$ cat config.mk
export PLATFORM = sky130hd
export DESIGN_NAME = rotate_request_queue
export DESIGN_NICKNAME = d
export VERILOG_FILES = /design/src/rtl/rotate_request_queue.sv
export SDC_FILE = /design/constraint.sdc
export NUM_CORES = 1
export LEC_CHECK = 0
export ABC_AREA = 1
export BUFFER_PORTS_ARGS = -buffer_cell sky130_fd_sc_hd__buf_2
export CAP_MARGIN = 15
export CORE_MARGIN = 2
export CORE_UTILIZATION = 35
export DETAILED_ROUTE_END_ITERATION = 8
export PLACE_DENSITY_LB_ADDON = 0.15
export SYNTH_ARGS = -nofsm -noshare
export SYNTH_HDL_FRONTEND = slang
export SYNTH_SLANG_ARGS = --single-unit
$ cat constraint.sdc
create_clock -name clk -period 5.1 [get_ports clk]
set_input_delay 0.51 -clock clk [delete_from_list [all_inputs] [get_ports clk]]
set_output_delay 0.51 -clock clk [all_outputs]
set_load 0.1 [all_outputs]
$ cat src/rtl/rotate_request_queue.sv
// Buffered rotate front end: requests queue in a small register FIFO, are rotated
// one per cycle on pop, and the result is held in an output register under valid/ready.
module rotate_request_queue #(
  parameter int WIDTH = 8,
  parameter int AMT_W = $clog2(WIDTH),
  parameter int DEPTH = 4,
  parameter int CNT_W = 16
) (
  input  logic                     clk,
  input  logic                     rst,
  input  logic                     in_valid,
  output logic                     in_ready,
  input  logic [WIDTH-1:0]         in_data,
  input  logic [AMT_W-1:0]         in_amount,
  input  logic                     in_dir,
  output logic                     out_valid,
  input  logic                     out_ready,
  output logic [WIDTH-1:0]         out_data,
  output logic                     out_dir,
  output logic [$clog2(DEPTH):0]   level,
  output logic [CNT_W-1:0]         done_count
);

  localparam int PTR_W = $clog2(DEPTH);
  localparam int LVL_W = PTR_W + 1;

  typedef struct packed {
    logic             dir;
    logic [AMT_W-1:0] amt;
    logic [WIDTH-1:0] data;
  } req_t;

  req_t             fifo [DEPTH];
  req_t             head;
  logic [PTR_W-1:0] wr_ptr, rd_ptr;
  logic [LVL_W-1:0] cnt;
  logic             push, pop, free;
  logic [2*WIDTH-1:0] dbl;
  logic [WIDTH-1:0] rot_l, rot_r, rot_res;

  // in_ready depends only on occupancy, so a same-cycle pop never frees a slot early
  assign in_ready = !rst && (cnt != LVL_W'(DEPTH));
  assign level    = cnt;
  assign push     = in_valid && in_ready;
  assign free     = !out_valid || out_ready;
  assign pop      = free && (cnt != '0);
  assign head     = fifo[rd_ptr];

  // Rotation via a doubled operand: the wrapped bits fall out of the shift naturally
  assign dbl     = {head.data, head.data};
  assign rot_l   = WIDTH'((dbl << head.amt) >> WIDTH);
  assign rot_r   = WIDTH'(dbl >> head.amt);
  assign rot_res = head.dir ? rot_r : rot_l;

  always_ff @(posedge clk) begin
    if (push) fifo[wr_ptr] <= '{dir: in_dir, amt: in_amount, data: in_data};
  end

  always_ff @(posedge clk or posedge rst) begin
    if (rst) begin
      wr_ptr <= '0;
      rd_ptr <= '0;
      cnt    <= '0;
    end else begin
      if (push) wr_ptr <= wr_ptr + PTR_W'(1);
      if (pop)  rd_ptr <= rd_ptr + PTR_W'(1);
      case ({push, pop})
        2'b10:   cnt <= cnt + LVL_W'(1);
        2'b01:   cnt <= cnt - LVL_W'(1);
        default: cnt <= cnt;
      endcase
    end
  end

  always_ff @(posedge clk or posedge rst) begin
    if (rst) begin
      out_valid  <= 1'b0;
      out_data   <= '0;
      out_dir    <= 1'b0;
      done_count <= '0;
    end else begin
      if (pop) begin
        out_valid <= 1'b1;
        out_data  <= rot_res;
        out_dir   <= head.dir;
      end else if (free) begin
        out_valid <= 1'b0;
      end
      if (out_valid && out_ready) done_count <= done_count + CNT_W'(1);
    end
  end

endmodule

==> impl_metrics.csv <==
group,metric,value,unit
synth,netlist_instances,467,
grt,grt_max_degree,34,
critical_path,timing.rr.start,"rd_ptr[0]",
critical_path,rr_worst_depth,11,
critical_path,cpLargestDelayFamily,"simple AND/OR/NAND/NOR gates",
routing,wl_per_cell,12.6,um
layout,final_net_count,538,
timing,finClkSkew,0.00663,ns
timing,fin_crit,2.54,ns
clock_tree,clkTransAtPathRegs,0.06,ns
critical_path,r2r-end,"out_data[3]",
flow_run,maxCapViolations,0,
floorplan,coreArea,11400,um2
synth,synth-seq-cells,81,
critical_path,start_kind,"flop",
grt,grt_pass1_vias,2882,
timing,period_share,49.8,%
floorplan,die_w,112,um
critical_path,rrSetupSlack,2.56,ns
clock_tree,cts_sinks,81,
routing,vias,3077,
clock_tree,root_buffer,"clkbuf_16",
timing,tns,0,ns
placed_design,gp_congestion,0.794,
grt,grtUsageTotal,14.1,%
synth,ys_warn_count,0,
clock_tree,clock_latency,0.34,ns
layout,drive_above_1_share,14.2,%
floorplan,pin_count,46,
grt,grt_antenna_before_repair,0,
grt,gr-total-overflow,0,
timing,rsz0062_at_grt,"no",
critical_path,worstSetupPathType,"reg -> reg",
run_status,status,"finished, final reports clean",
clock_tree,cts_tree,"done",
layout,n_antenna_cell,0,
synth,synth_cell_types,29,
critical_path,slowest_delay,1.00,ns
synth,async_flop_share,40.7,%
routing,drt-total-wl,8360,um
layout,syn_to_final_growth,15.6,%
timing,hold_violations,0,
critical_path,slowest_stage,"dfrtp_1",
clock_tree,post_cts_buffers,0,
floorplan,start_util,35.9,%
routing,drt_iter0_markers,123,
critical_path,cp_cell_sequence,"inv_8, nor2_1, o21ai_1, nand2_1, nand3_1, nand2_1, nand2_1, nand3_1, nand2_1, nand2_1, nand2_1",
layout,final_core_util,41.5,%
critical_path,cp_max_fo,27,
routing,ant_nets,0,
floorplan,fp.dieArea,12600,um2
grt,grt_pass1_wl,14000,um
critical_path,worst-path-buf-inv,1,
placed_design,place_hpwl,5910,um
critical_path,cp.arrival,2.77,ns
layout,fill_cells,1161,
routing,firstDrtPassIters,4,
synth,synth_edf_count,48,
timing,tightest_slew,1.01,ns
layout,multi_input_comb_area,1510,um2
timing,setup_viol,0,
synth,synth_nets,490,
clock_tree,cts_htree_levels,3,
routing,drc,0,
critical_path,end_kind,"flop",
floorplan,die_y,112,um
synth,syn_area_per_cell,8.79,um2
synth,synth_ff_type,"edfxtp_1",
clock_tree,numCtsBuffers,9,
critical_path,required,5.33,ns
timing,slew_headroom,32.8,%
critical_path,cpMostUsedCell,"nand2_1",
layout,ff_latch_area,2270,um2
floorplan,fp-row-count,39,
clock_tree,cts_hold_buf,0,
clock_tree,cts.path.max_buffers,2,
critical_path,crit_cells,11,
worst_hold_path,hold_class,"in -> async",
synth,netlist_area,4100,um2
placed_design,port_buffers,45,
routing,vias_per_cell,4.64,
timing,fmax,393,MHz
synth,yosysSeqAreaShare,55.3,%
clock_tree,post_cts_resized,0,
timing,drv_slew,0,
==> worst min-delay path: stages <==
cell	delay, ns
buf_2	0.10
inv_1	0.04
buf_4	0.37
==> layout make-up <==
class                   instances  area share, %
inverters                      60           4.96
multi-input cells             313           31.8
well taps                     143           3.77
flip-flops and latches         81           47.8
clock buffers                  11           4.91
repair buffers                 50           5.54
clock inverters                 5           1.19
==> through the flow <==
| stage | hold slack (ns) | cells | cell area, um2 | worst slack [ns] |
|---|---|---|---|---|
| 2_1_floorplan | 0.557 | 467 | 4100 | 0.595 |
| 5_1_grt | 0.316 | 663 | 4740 | 2.24 |
| 3_3_place_gp | 0.461 | 647 | 4450 | 2.55 |
| 4_1_cts | 0.273 | 663 | 4740 | 2.54 |
| 3_5_place_dp | 0.461 | 647 | 4450 | 2.51 |
| 6_report | 0.257 | 663 | 4740 | 2.56 |
==> per-layer routing <==
metal | global-route usage (%) | wire [um] | vias to the layer above
li1 | - | - | 1593
met1 | 18.6 | 4020 | 1421
met2 | 22.4 | 3820 | 51
met3 | 3.40 | 338 | 12
met4 | 6.18 | 179 | 0
met5 | 0 | 0 | -
==> cells in the mapped netlist, types with 4 or more instances <==
| library cell | n | area (um2) |
|---|---|---|
| nand2_2 | 4 | 25.0 |
| nand3_1 | 71 | 355 |
| buf_2 | 7 | 35.0 |
| edfxtp_1 | 48 | 1440 |
| ha_1 | 6 | 75.1 |
| nand2_1 | 168 | 631 |
| inv_1 | 57 | 214 |
| nor2_1 | 20 | 75.1 |
| o21ai_0 | 6 | 30.0 |
| dfrtp_1 | 33 | 826 |
| xor2_1 | 16 | 140 |
==> flip-flops by register name (all words and copies together) (netlist names) <==
| name | count |
|---|---|
| done_count | 16 |
| fifo | 48 |
| level | 3 |
| out_data | 8 |
| out_dir | 1 |
| out_valid | 1 |
| rd_ptr | 2 |
| wr_ptr | 2 |
==> cells in the final DEF, fill, tap and decap left out, drive strengths merged <==
| cell type | n |
|---|---|
| inv | 60 |
| clkbuf | 11 |
| buf | 50 |
| a31oi | 2 |
| nor3b | 1 |
| o21ai | 9 |
| fa | 1 |
| a21oi | 3 |
| dfrtp | 33 |
| nand3 | 71 |
| bufinv | 1 |
| a32oi | 1 |
| edfxtp | 48 |
| xnor2 | 3 |
| nand4 | 2 |
| ha | 6 |
| nand3b | 2 |
| clkinvlp | 1 |
| nor2 | 21 |
| clkinv | 3 |
| xor2 | 16 |
| nand2 | 172 |
| nor3 | 3 |
==> worst max-delay path by stage <==
stage	from	to	slack, ns
floorplan	level[1]	fifo[0][0]	0.60
global placement	out_ready	level[2]	2.55
detailed placement	out_ready	level[2]	2.51
CTS	rd_ptr[0]	out_data[2]	2.54
global route	rd_ptr[0]	out_data[5]	2.24
finish	rd_ptr[0]	out_data[3]	2.56
==> cell families (layout without fill, tap and decap cells) <==
family | Yosys count | after routing | synth area share [%]
flops | 81 | 81 | 55.3
buf+inv | 73 | 126 | 7.96
fa+ha+maj | 7 | 7 | 2.32
simple gates | 272 | 272 | 28.0
xor+xnor | 19 | 19 | 4.06
compound gates | 15 | 15 | 2.44
Power is left out: the tool's default activity adds up to more than one toggle a clock period on the data nets, which glitch-free logic cannot reach.
